`config.mk`:
```
export PLATFORM = sky130hd
export DESIGN_NAME = program_run_monitor_flat
export DESIGN_NICKNAME = d
export VERILOG_FILES = /design/src/rtl/program_run_monitor_if.sv /design/src/rtl/program_run_monitor.sv /design/src/flat_wrapper.sv
export SDC_FILE = /design/constraint.sdc
export NUM_CORES = 1
export LEC_CHECK = 0
export CAP_MARGIN = 5
export CELL_PAD_IN_SITES_DETAIL_PLACEMENT = 0
export CELL_PAD_IN_SITES_GLOBAL_PLACEMENT = 2
export CORE_AREA = 2 2 385 387
export DETAILED_ROUTE_END_ITERATION = 10
export DIE_AREA = 0 0 387 389
export PLACE_DENSITY = 0.41
export SLEW_MARGIN = 20
export SYNTH_ARGS = -nofsm -noshare
export SYNTH_HDL_FRONTEND = slang
export SYNTH_SLANG_ARGS = --single-unit
```
`constraint.sdc`:
```
create_clock -name CLK -period 8.9 [get_ports CLK]
set_clock_uncertainty 0.05 [all_clocks]
set_input_delay 1.78 -clock CLK [delete_from_list [all_inputs] [get_ports CLK]]
set_output_delay 1.78 -clock CLK [all_outputs]
set_load 0.005 [all_outputs]
```
`src/rtl/program_run_monitor_if.sv`:
```
// Control, program-table, core-facing and status signals of program_run_monitor.
// slave = the monitor itself; master = whoever drives the program table and models or hosts the core.
interface program_run_monitor_if #(
  parameter int DATA_W    = 64,
  parameter int NUM_PROGS = 4
);
  localparam int IDX_W = (NUM_PROGS > 1) ? $clog2(NUM_PROGS) : 1;

  logic                        start;
  logic [NUM_PROGS*DATA_W-1:0] prog_startpc;
  logic [NUM_PROGS*DATA_W-1:0] prog_endpc;
  logic [NUM_PROGS*DATA_W-1:0] prog_expect;
  logic [DATA_W-1:0]           currentpc;
  logic [DATA_W-1:0]           MemtoRegOut;
  logic                        cpu_resetl;
  logic [DATA_W-1:0]           cpu_startpc;
  logic [IDX_W-1:0]            prog_idx;
  logic [NUM_PROGS-1:0]        pass_vec;
  logic [7:0]                  pass_count;
  logic                        busy;
  logic                        done;
  logic                        all_passed;
  logic                        timeout;

  modport slave (
    input  start, prog_startpc, prog_endpc, prog_expect, currentpc, MemtoRegOut,
    output cpu_resetl, cpu_startpc, prog_idx, pass_vec, pass_count,
           busy, done, all_passed, timeout
  );

  modport master (
    output start, prog_startpc, prog_endpc, prog_expect, currentpc, MemtoRegOut,
    input  cpu_resetl, cpu_startpc, prog_idx, pass_vec, pass_count,
           busy, done, all_passed, timeout
  );
endinterface

```
`src/rtl/program_run_monitor.sv`:
```
// Sequences programs on the core (hold reset, run to end PC, check writeback), with per-program watchdog.
// Latency: cpu_resetl rises on the first RUN cycle; result updates one edge after end PC is seen. start ignored while busy.
module program_run_monitor #(
  parameter int          DATA_W     = 64,
  parameter int          NUM_PROGS  = 4,
  parameter int          WD_W       = 16,
  parameter int unsigned WD_LIMIT   = 'h00FF,
  parameter int          RST_CYCLES = 2
) (
  input  logic                    CLK,
  input  logic                    resetl,
  program_run_monitor_if.slave    bus
);
  localparam int IDX_W  = (NUM_PROGS > 1) ? $clog2(NUM_PROGS) : 1;
  localparam int HOLD_W = (RST_CYCLES > 1) ? $clog2(RST_CYCLES) : 1;
  localparam logic [IDX_W-1:0]  LAST_IDX  = IDX_W'(NUM_PROGS - 1);
  localparam logic [HOLD_W-1:0] HOLD_LAST = HOLD_W'(RST_CYCLES - 1);
  localparam logic [WD_W-1:0]   WD_LAST   = WD_W'(WD_LIMIT - 1);

  typedef enum logic [2:0] {
    S_IDLE, S_HOLD, S_RUN, S_CHECK, S_DONE, S_TIMEOUT
  } state_t;

  state_t               state;
  logic [IDX_W-1:0]     prog_idx;
  logic [NUM_PROGS-1:0] pass_vec;
  logic [7:0]           pass_count;
  logic [WD_W-1:0]      wd;
  logic [HOLD_W-1:0]    hold_cnt;
  logic [DATA_W-1:0]    capture;
  logic                 cpu_resetl, busy, done, all_passed, timeout;

  logic [DATA_W-1:0]    cur_endpc, cur_expect;
  logic                 hit;
  logic [7:0]           count_next;

  assign cur_endpc  = bus.prog_endpc[prog_idx*DATA_W +: DATA_W];
  assign cur_expect = bus.prog_expect[prog_idx*DATA_W +: DATA_W];
  assign hit        = (capture == cur_expect);
  assign count_next = (hit && pass_count != 8'hFF) ? pass_count + 8'd1 : pass_count;

  always_ff @(posedge CLK or negedge resetl) begin
    if (!resetl) begin
      state      <= S_IDLE;
      prog_idx   <= '0;
      pass_vec   <= '0;
      pass_count <= '0;
      wd         <= '0;
      hold_cnt   <= '0;
      capture    <= '0;
      cpu_resetl <= 1'b0;
      busy       <= 1'b0;
      done       <= 1'b0;
      all_passed <= 1'b0;
      timeout    <= 1'b0;
    end else begin
      case (state)
        S_IDLE, S_DONE, S_TIMEOUT: begin
          if (bus.start) begin
            state      <= S_HOLD;
            prog_idx   <= '0;
            pass_vec   <= '0;
            pass_count <= '0;
            wd         <= '0;
            hold_cnt   <= '0;
            cpu_resetl <= 1'b0;
            busy       <= 1'b1;
            done       <= 1'b0;
            all_passed <= 1'b0;
            timeout    <= 1'b0;
          end
        end
        S_HOLD: begin
          if (hold_cnt == HOLD_LAST) begin
            state      <= S_RUN;
            hold_cnt   <= '0;
            cpu_resetl <= 1'b1;
          end else begin
            hold_cnt <= hold_cnt + 1'b1;
          end
        end
        S_RUN: begin
          // End PC takes priority over a watchdog expiring in the same cycle.
          if (bus.currentpc >= cur_endpc) begin
            capture    <= bus.MemtoRegOut;
            state      <= S_CHECK;
            cpu_resetl <= 1'b0;
          end else if (wd == WD_LAST) begin
            wd         <= wd + 1'b1;
            state      <= S_TIMEOUT;
            cpu_resetl <= 1'b0;
            busy       <= 1'b0;
            done       <= 1'b1;
            timeout    <= 1'b1;
          end else begin
            wd <= wd + 1'b1;
          end
        end
        S_CHECK: begin
          if (hit) begin
            pass_vec[prog_idx] <= 1'b1;
            pass_count         <= count_next;
          end
          if (prog_idx == LAST_IDX) begin
            state      <= S_DONE;
            busy       <= 1'b0;
            done       <= 1'b1;
            all_passed <= (count_next == 8'(NUM_PROGS));
          end else begin
            prog_idx <= prog_idx + 1'b1;
            state    <= S_HOLD;
            hold_cnt <= '0;
            wd       <= '0;
          end
        end
        default: state <= S_IDLE;
      endcase
    end
  end

  assign bus.cpu_resetl  = cpu_resetl;
  assign bus.cpu_startpc = bus.prog_startpc[prog_idx*DATA_W +: DATA_W];
  assign bus.prog_idx    = prog_idx;
  assign bus.pass_vec    = pass_vec;
  assign bus.pass_count  = pass_count;
  assign bus.busy        = busy;
  assign bus.done        = done;
  assign bus.all_passed  = all_passed;
  assign bus.timeout     = timeout;
endmodule

```
`src/flat_wrapper.sv`:
```
// flat-port wrapper written by rule: the top's interface ports become plain ports
module program_run_monitor_flat 
#(
  parameter int          DATA_W     = 64,
  parameter int          NUM_PROGS  = 4,
  parameter int          WD_W       = 16,
  parameter int unsigned WD_LIMIT   = 'h00FF,
  parameter int          RST_CYCLES = 2
)
  (CLK, resetl, bus_start, bus_prog_startpc, bus_prog_endpc, bus_prog_expect, bus_currentpc, bus_MemtoRegOut, bus_cpu_resetl, bus_cpu_startpc, bus_prog_idx, bus_pass_vec, bus_pass_count, bus_busy, bus_done, bus_all_passed, bus_timeout);
  program_run_monitor_if #(.DATA_W(DATA_W), .NUM_PROGS(NUM_PROGS)) bus_i ();
  input  logic CLK;
  input  logic resetl;
  input wire logic [$bits(bus_i.start)-1:0] bus_start;
  input wire logic [$bits(bus_i.prog_startpc)-1:0] bus_prog_startpc;
  input wire logic [$bits(bus_i.prog_endpc)-1:0] bus_prog_endpc;
  input wire logic [$bits(bus_i.prog_expect)-1:0] bus_prog_expect;
  input wire logic [$bits(bus_i.currentpc)-1:0] bus_currentpc;
  input wire logic [$bits(bus_i.MemtoRegOut)-1:0] bus_MemtoRegOut;
  output wire logic [$bits(bus_i.cpu_resetl)-1:0] bus_cpu_resetl;
  output wire logic [$bits(bus_i.cpu_startpc)-1:0] bus_cpu_startpc;
  output wire logic [$bits(bus_i.prog_idx)-1:0] bus_prog_idx;
  output wire logic [$bits(bus_i.pass_vec)-1:0] bus_pass_vec;
  output wire logic [$bits(bus_i.pass_count)-1:0] bus_pass_count;
  output wire logic [$bits(bus_i.busy)-1:0] bus_busy;
  output wire logic [$bits(bus_i.done)-1:0] bus_done;
  output wire logic [$bits(bus_i.all_passed)-1:0] bus_all_passed;
  output wire logic [$bits(bus_i.timeout)-1:0] bus_timeout;
  assign bus_i.start = bus_start;
  assign bus_i.prog_startpc = bus_prog_startpc;
  assign bus_i.prog_endpc = bus_prog_endpc;
  assign bus_i.prog_expect = bus_prog_expect;
  assign bus_i.currentpc = bus_currentpc;
  assign bus_i.MemtoRegOut = bus_MemtoRegOut;
  assign bus_cpu_resetl = bus_i.cpu_resetl;
  assign bus_cpu_startpc = bus_i.cpu_startpc;
  assign bus_prog_idx = bus_i.prog_idx;
  assign bus_pass_vec = bus_i.pass_vec;
  assign bus_pass_count = bus_i.pass_count;
  assign bus_busy = bus_i.busy;
  assign bus_done = bus_i.done;
  assign bus_all_passed = bus_i.all_passed;
  assign bus_timeout = bus_i.timeout;
  program_run_monitor #(.DATA_W(DATA_W), .NUM_PROGS(NUM_PROGS), .WD_W(WD_W), .WD_LIMIT(WD_LIMIT), .RST_CYCLES(RST_CYCLES)) u_core (.CLK(CLK), .resetl(resetl), .bus(bus_i));
endmodule
```
==> results of run 1 <==
==> power groups by stage <==
stage                     combinational (mW)  clock [mW]  sequential [mW]
final                                   2.45       0.434            0.789
after global routing                    2.65       0.478            0.815
after CTS                               2.54       0.471            0.795
after detailed placement                2.52           0            0.805
after global placement                  2.52           0            0.800
after floorplan                         1.37           0            0.730
==> sequential cells by signal, indices dropped and copies added (netlist names) <==
name / count
u_core.bus.done: 1
u_core.bus.all_passed: 1
u_core.wd: 16
u_core.bus.cpu_resetl: 1
u_core.hold_cnt: 1
u_core.state: 3
u_core.capture: 64
u_core.bus.pass_vec: 4
u_core.bus.busy: 1
u_core.bus.timeout: 1
u_core.bus.pass_count: 8
u_core.bus.prog_idx: 2
==> metrics by stage <==
stage	power, mW	instance area [um2]	hold WS (ns)	worst slack (ns)
finish	3.677	23830	0.4419	2.981
global route	3.947	23790	0.4547	2.668
floorplan	2.097	11370	0.4067	3.922
detailed placement	3.328	23480	0.4234	2.556
CTS	3.808	23780	0.4425	2.939
global placement	3.324	23480	0.4225	2.528
==> final cells by class <==
class,count,area share (%)
clock inverters,5,0.1943
multi-input cells,691,34.65
well taps,1930,10.14
repair buffers,992,41.71
clock buffers,11,1.061
diodes,19,0.1996
flip-flops and latches,103,10.85
inverters,76,1.197
==> layout by cell type, fill, tap and decap left out, drive strengths merged, types with 6 or more instances in the layout <==
cell / Yosys / final
nand2: 38 / 38
buf: 36 / 12
inv: 76 / 80
and3: 7 / 7
or4: 6 / 6
clkbuf: 25 / 11
nor2b: 6 / 6
clkdlybuf4s50: 0 / 980
ha: 71 / 71
dfrtp: 103 / 103
nand4: 36 / 36
o21ai: 31 / 31
mux2: 65 / 65
a21oi: 37 / 37
diode: 0 / 19
mux2i: 7 / 7
mux4: 192 / 192
nor2: 30 / 30
a21o: 25 / 25
or3: 12 / 12
xnor2: 65 / 65
o31ai: 7 / 7
nand3: 9 / 9
nor4: 6 / 6
==> worst paths after layout <==
check                           slack, ns  depth (start not counted)                  endpoint                   start
min in group asynchronous            1.40                          1        u_core.capture[48]                  resetl
max in group asynchronous            6.07                          2        u_core.capture[40]                  resetl
worst min register to register       0.44                          2        u_core.bus.timeout      u_core.bus.timeout
worst min-delay path                 0.44                          2        u_core.bus.timeout      u_core.bus.timeout
worst max register to register       3.27                         11  u_core.bus.pass_count[6]  u_core.bus.prog_idx[0]
worst max-delay path                 2.98                         13              u_core.wd[6]     bus_prog_endpc[253]
==> metal layers <==
layer,share of wire (%),global-route usage [%]
met4,1.3,2.146
met3,9.7,5.976
met1,33,14.49
met5,0.46,0
met2,56,29.29
==> cells by family after synthesis <==
group	Yosys count	synth area share, %
compound gates	122	6.659
xor+xnor	65	5.008
fa+ha+maj	71	7.815
buf+inv	137	4.865
flops	103	22.67
mux	264	45.10
simple gates	169	7.881
==> critical path, stage by stage <==
cell	delay, ns
clkdlybuf4s50_1	0.44
mux4_2	0.48
inv_1	0.07
ha_1	0.24
a21o_1	0.18
a21o_1	0.16
a21oi_1	0.44
o21ai_0	0.32
a221oi_1	0.48
o22ai_4	0.13
buf_12	0.19
or4b_2	0.80
a21oi_1	0.16
==> reports/results.ini, run 1 <==
[power_and_ir_drop]
switching_share_pct = 39.28
pwr-share-comb_pct = 66.7
seq_power_share_pct = 21.5
p_per_area_nw_per_um2 = 154.3
leakage_nw = 8.304
p_sw_mw = 1.444
peakVddDrop_v = 0.00009262
internal-power_mw = 2.233
power_frac_clock_pct = 11.8

[routing]
wl_per_cell_um = 30.01
route.final.wire_length_mm = 114.8
drtPass1Iterations = 5
drtIter0Drc = 601
vias = 13130
final_antenna_net_count = 0
avgViaCountPerCell = 3.431
drc_errors = 0

[logic_synthesis]
async_reset_ff_share_pct = 100.0
netlist-cell-type-count = 46
synth.top_cells.by_area = mux4_2, dfrtp_1, ha_1
synth_edf_count = 0
yosysMostFrequentCell = mux4_2
yosysTopAreaCell = mux4_2
avgSynthCellArea_um2 = 12.21
yosysWarnings = 0
synth_cells = 931
ys_ff_latch = 103
synthesis.nets = 1901
synth_common_cells = mux4_2, dfrtp_1, inv_1, ha_1
synth_top_area_share_pct = 38.04
seq_area_frac_synth_pct = 22.67
syn_area_um2 = 11370
synth_flop_cell = dfrtp_1

[min_path]
hp-class = reg -> reg

[status]
outcome = complete, no violations

[sta]
setup_violations = 0
worst_pin_slew_ns = 1.099
drv_slew = 0
fin_crit_ns = 5.919
fmax_ghz = 0.1690
timing.setup.tns_ns = 0
max_slew_margin_pct = 26.27
period_share_pct = 66.50
rsz0062_at_grt = false
hold_viol = 0

[placement]
dp_cells = 3792
io_buffers = 981
place.gp.congestion = 0.8627
dp_hpwl_mm = 104.7

[job]
max_cap_violations = 0

[global_routing]
antenna_found_initial = 147
grt_first_pass_wirelength_mm = 146.6
grt_pass1_vias = 14390
grt_start_max_net_pins = 97
overflow = 0
track_usage_pct = 14.81

[setup_path]
end_kind = flip-flop
worstPathMaxFanout = 96
cp.arrival_ns = 6.17
criticalPathCategory = in -> reg
start_kind = primary input
required_ns = 9.15

[clock_tree]
cts_tree = done
ctsLongestPathBuffers = 2
h-tree-depth = 3
post_cts_resize_count = 0
cts_inserted_buffers = 9
insertion_delay_ns = 0.39
cts-hold-fix-buffers = 0
cts_setup_buffers = 0
path_clk_slew_ns = 0.08
clk_root_buffer_cell = clkbuf_16
cts_sinks = 103

[floorplan]
core_um2 = 146600
dieArea_um2 = 150500
die_h_um = 389
ios = 982
start_util_pct = 7.754
die_w_um = 387
rows = 141

[layout]
drive_above_1_share_pct = 15.65
nets = 2843
fillCellCount = 16290
finalNonFillerCells = 3827
seq_area_um2 = 2585
multi_input_area_um2 = 8257
utilization_pct = 16.25
syn2layout_area_growth_pct = 109.6

Power figures use the tool's default switching activity.
==> run 2: changes to the inputs <==
Settings changed: CORE_AREA 2 2 385 387 to 2 2 384 386, DIE_AREA 0 0 387 389 to 0 0 386 388, PLACE_DENSITY 0.41 to 0.42.
Clock period 8.9 ns to 5.2 ns, I/O delays scaled along.
==> run 2 against run 1 <==
Against the previous run:
- hold slack better by 0.0054 ns
- register-to-register slack worse by 2.8 ns
- core utilization up 0.45 points
- clock power up 57%
- global-route usage up 1.1 points
- flip-flop and latch count unchanged
- largest cell class unchanged
- highest routed layer unchanged
==> reports/results.ini, run 2 (synthesis gave the netlist of run 1 again) <==
[status]
outcome = complete, no violations

[layout]
nets = 2888
syn2layout_area_growth_pct = 113.4
utilization_pct = 16.70
largest_register_ffs = 64
design_area_um2 = 24260
drive_above_1_share_pct = 17.59
top_register = u_core.capture
fillCellCount = 16070
final_common_cell = clkdlybuf4s50_1
top_regs = u_core.capture x64, u_core.wd x16, u_core.bus.pass_count x8
final_cell_mix = clkdlybuf4s50_1, mux4_2, dfrtp_1

[floorplan]
core_um2 = 145200
rows = 140
start_util_pct = 7.828
die_h_um = 388
die_w_um = 386
ios = 982
dieArea_um2 = 149800

[clock_tree]
clk_root_buffer_cell = clkbuf_16
path_clk_slew_ns = 0.08
cts_setup_buffers = 0
ctsLongestPathBuffers = 2
cts-hold-fix-buffers = 0
insertion_delay_ns = 0.39
cts_tree = done
h-tree-depth = 3
cts_inserted_buffers = 9
cts_sinks = 103
post_cts_resize_count = 0

[routing]
drtPass1Iterations = 7
vias = 13510
drtIter0Drc = 603
wl_per_cell_um = 31.77
route.final.wire_length_mm = 123.3
final_antenna_net_count = 0
drc_errors = 0
avgViaCountPerCell = 3.482

[global_routing]
antenna_found_initial = 159
grt_pass1_vias = 14730
overflow = 0
track_usage_pct = 15.89
grt_start_max_net_pins = 66
grt_first_pass_wirelength_mm = 153.8

[power_and_ir_drop]
peakVddDrop_v = 0.0001413
power_frac_clock_pct = 10.7
pwr-share-comb_pct = 68.4
switching_share_pct = 38.74
p_per_area_nw_per_um2 = 263.3
p_sw_mw = 2.474
seq_power_share_pct = 21.0
leakage_nw = 8.540
internal-power_mw = 3.912

[setup_path]
end_kind = flip-flop
start_kind = primary input
reg2reg_depth = 14
worstPathMaxFanout = 65
r2r_slack_ns = 0.45
cp.arrival_ns = 5.07
criticalPathCategory = in -> reg
required_ns = 5.41

[sta]
max_slew_margin_pct = 38.67
fin_crit_ns = 4.855
drv_slew = 0
fmax_ghz = 0.2060
finalWorstSetupSlack_ns = 0.3445
setup_violations = 0
rsz0062_at_grt = false
period_share_pct = 93.37
worst_pin_slew_ns = 0.9199
hold_viol = 0

[placement]
dpl_worst_slack_ns = -0.1252
io_buffers = 981
dp_hpwl_mm = 113.5
placed_cell_area_um2 = 23880
place.gp.congestion = 0.9217

[min_path]
hp-class = reg -> reg
worstHoldPathCells = 1

[job]
max_cap_violations = 0

## run 2: worst paths after layout
check	start	end
max in group asynchronous	resetl	u_core.capture[57]
hold reg to reg	u_core.hold_cnt	u_core.hold_cnt
setup / recovery	bus_prog_endpc[188]	u_core.capture[30]
hold / removal	u_core.hold_cnt	u_core.hold_cnt
min in group asynchronous	resetl	u_core.capture[42]
setup reg to reg	u_core.bus.prog_idx[1]	u_core.capture[30]
## run 2: final cells by class
type                       instances  area, um2  area share [%]
antenna                           41      102.6          0.4230
clock buffer                       9      225.2          0.9285
clock inverter                     6      52.55          0.2167
inverter                          76      285.3           1.176
multi-input combinational        691       8257           34.04
sequential                       103       2585           10.66
tap                             1917       2399           9.889
timing repair buffer            1037      10350           42.67
## run 2: metal layers
layer | vias up | global-route usage (%) | share of wire [%]
met3 | 261 | 5.974 | 9.7
met2 | 856 | 30.57 | 54
met1 | 6586 | 15.09 | 32
met5 | - | 0 | 0.34
li1 | 5735 | - | -
met4 | 72 | 5.631 | 4.1
## run 2: power by group through the flow
stage	combinational, mW	sequential, mW	clock [mW]
global route	4.72	1.38	0.759
floorplan	2.34	1.25	0
detailed placement	4.49	1.37	0
finish	4.36	1.34	0.683
global placement	4.48	1.36	0
CTS	4.52	1.35	0.732
## run 2: worst max-delay path, cell delays in order
cell and delay (ns):
clkdlybuf4s50_1 0.51, mux4_2 0.49, inv_1 0.09, ha_1 0.13, nand4_1 0.25, nor2_1 0.28
nand3_1 0.13, or4_1 0.55, or2_2 0.32, o22ai_4 0.26, buf_12 0.20, buf_12 0.31
mux2_2 0.39
## run 2: metrics by stage
step	setup TNS [ns]	power (mW)	std cells	hold slack [ns]
3_5_place_dp	-6.432	5.856	3824	0.4329
6_report	0	6.386	3880	0.4472
5_1_grt	0	6.864	3856	0.4751
4_1_cts	0	6.602	3839	0.4473
2_1_floorplan	0	3.590	931	0.4067
3_3_place_gp	-4.912	5.842	3824	0.4198
==> run 3: changes to the inputs <==
Settings changed: ABC_AREA set to 1, CORE_AREA 2 2 384 386 to 2 2 387 389, DIE_AREA 0 0 386 388 to 0 0 389 391, PLACE_DENSITY 0.42 to 0.51.
==> run 3 against run 2 <==
Against the previous run:
- synthesized cell count is 140% higher
- count of clock-buffer cells in the layout is the same
- critical path depth increased by 3
- final cell count up 31%
- combinational power is 69% higher
==> reports/results.ini, run 3 <==
[layout]
final_common_cell = clkdlybuf4s50_1
largest_register_ffs = 64
multi_input_area_um2 = 9348
fillCellCount = 17210
drive_above_1_share_pct = 2.284
final_cell_mix = clkdlybuf4s50_1, nand2_1, nor2_1
nets = 4073
top_register = u_core.capture
finalNonFillerCells = 5087
seq_area_um2 = 2585
syn2layout_area_growth_pct = 96.90
top_regs = u_core.capture x64, u_core.wd x16, u_core.bus.pass_count x8

[routing]
vias = 18720
drc_errors = 0
avgViaCountPerCell = 3.679
final_antenna_net_count = 0
route.final.wire_length_mm = 117.4
wl_per_cell_um = 23.08
drtIter0Drc = 942
drtPass1Iterations = 7

[min_path]
worstHoldPathCells = 2
hold_path.startpoint = u_core.bus.busy
hp-class = reg -> reg
min_to = u_core.bus.busy

[logic_synthesis]
synth_common_cells = nand2_1, nor2_1, o21ai_0, nand3_1, a21oi_1
avgSynthCellArea_um2 = 5.800
synth_edf_count = 0
synthesis.nets = 3186
netlist-cell-type-count = 38
syn_area_um2 = 12850
synth_flop_cell = dfrtp_1
yosysWarnings = 0
ys_ff_latch = 103
async_reset_ff_share_pct = 100.0
yosysTopAreaCell = nand2_1
synth.top_cells.by_area = nand2_1, dfrtp_1, ha_1
synth_top_area_share_pct = 26.90
yosysMostFrequentCell = nand2_1
synth_cells = 2216
seq_area_frac_synth_pct = 20.05

[global_routing]
grt_first_pass_wirelength_mm = 156.9
antenna_found_initial = 73
grt_pass1_vias = 19510
track_usage_pct = 14.79
grt_start_max_net_pins = 138
overflow = 0

[placement]
place.gp.congestion = 0.8636
dp_hpwl_mm = 99.57
io_buffers = 981
dp_cells = 5036

[power_and_ir_drop]
switching_share_pct = 53.71
p_sw_mw = 5.111
leakage_nw = 10.33
p_per_area_nw_per_um2 = 376.0
seq_power_share_pct = 13.9
pwr-share-comb_pct = 77.7
internal-power_mw = 4.404
peakVddDrop_v = 0.0002211
power_frac_clock_pct = 8.5

[sta]
setup_violations = 0
fmax_ghz = 0.2113
hold_viol = 0
rsz0062_at_grt = false
drv_slew = 0
fin_crit_ns = 4.733
worst_pin_slew_ns = 0.8725
timing.setup.tns_ns = 0
period_share_pct = 91.02
max_slew_margin_pct = 41.83

[setup_path]
end_kind = flip-flop
reg2reg_depth = 16
cp.arrival_ns = 4.94
required_ns = 5.41
criticalPathCategory = reg -> reg
r2r_end = u_core.capture[34]
r2r-start = u_core.bus.prog_idx[0]
worstPathMaxFanout = 137
start_kind = flip-flop
r2r_slack_ns = 0.47

[clock_tree]
cts-hold-fix-buffers = 0
post_cts_resize_count = 0
cts_inserted_buffers = 9
clk_root_buffer_cell = clkbuf_16
insertion_delay_ns = 0.40
cts_sinks = 103
ctsLongestPathBuffers = 2
h-tree-depth = 3
cts_tree = done
path_clk_slew_ns = 0.09
cts_setup_buffers = 0

[floorplan]
ios = 982
rows = 142
dieArea_um2 = 152100
core_um2 = 148500
die_h_um = 391
die_w_um = 389
start_util_pct = 8.653

[job]
max_cap_violations = 0

[status]
outcome = complete, no violations

==> run 3: cell families (layout without fill, tap and decap cells) <==
group / after synthesis / count (layout) / synth area share [%]
AND/OR/NAND/NOR: 1381 / 1381 / 44.08
AO/OA/AOI/OAI: 425 / 425 / 20.02
buffers and inverters: 211 / 1103 / 7.233
flip-flops: 103 / 103 / 20.05
adder cells (fa/ha/maj): 71 / 71 / 6.912
XOR/XNOR: 25 / 25 / 1.704
other: 0 / 35 / 0
==> run 3: per-stage QoR <==
stage	total power, mW	area (um2)	setup slack (ns)	util [%]	hold WS [ns]
2_1_floorplan	5.089	12850	1.239	-	0.4093
3_3_place_gp	9.000	24900	0.4360	16.77	0.4177
3_5_place_dp	8.965	24900	0.2809	16.77	0.4163
4_1_cts	9.856	25220	0.3924	16.98	0.4468
5_1_grt	10.50	25260	0.08625	17.01	0.4709
6_report	9.516	25310	0.4669	17.04	0.4429
==> run 3: area by class of cell <==
cell class                      count  area share [%]
Antenna cell                       35          0.3461
Clock buffer                        9          0.8899
Clock inverter                      7          0.3609
Inverter                           66           1.078
Multi-Input combinational cell   1902           36.94
Sequential cell                   103           10.21
Tap cell                         1944           9.611
Timing Repair Buffer             1021           40.56
==> run 3: how the worst max path moves through the flow <==
stage | from | endpoint | slack (ns) | depth (start not counted)
detailed placement | bus_prog_endpc[191] | u_core.capture[0] | 0.28 | 16
finish | u_core.bus.prog_idx[0] | u_core.capture[34] | 0.47 | 16
CTS | u_core.bus.prog_idx[0] | u_core.capture[34] | 0.39 | 16
global placement | bus_prog_endpc[158] | u_core.capture[3] | 0.44 | 16
global route | u_core.bus.prog_idx[0] | u_core.capture[43] | 0.09 | 16
floorplan | u_core.bus.prog_idx[0] | u_core.wd[10] | 1.24 | 24
==> run 3: critical path, stage by stage (launching register included) <==
cell,delay [ns]
dfrtp_4,0.70
inv_16,0.38
nand2_1,0.27
a32o_1,0.31
ha_1,0.29
nand2_1,0.08
inv_1,0.07
nand3_1,0.06
nor3_1,0.27
nand4_1,0.30
nor2_1,0.22
nand4_1,0.18
nand3_1,0.17
nand2_2,0.21
clkinv_2,0.11
buf_4,0.48
o21ai_0,0.15
==> run 3: per-layer routing <==
layer	vias to the layer above	track usage (%)	wire length, um
met5	-	0.7974	275
met4	44	4.031	2589
met3	118	6.499	11270
met2	744	25.52	56360
met1	8546	16.37	46900
li1	9263	-	-
==> run 3: power by group through the flow <==
| stage | combinational, mW | sequential [mW] | clock [mW] |
|---|---|---|---|
| after floorplan | 3.85 | 1.23 | 0 |
| after global placement | 7.65 | 1.35 | 0 |
| after detailed placement | 7.62 | 1.34 | 0 |
| after CTS | 7.67 | 1.33 | 0.861 |
| after global routing | 8.26 | 1.36 | 0.880 |
| final | 7.39 | 1.32 | 0.806 |
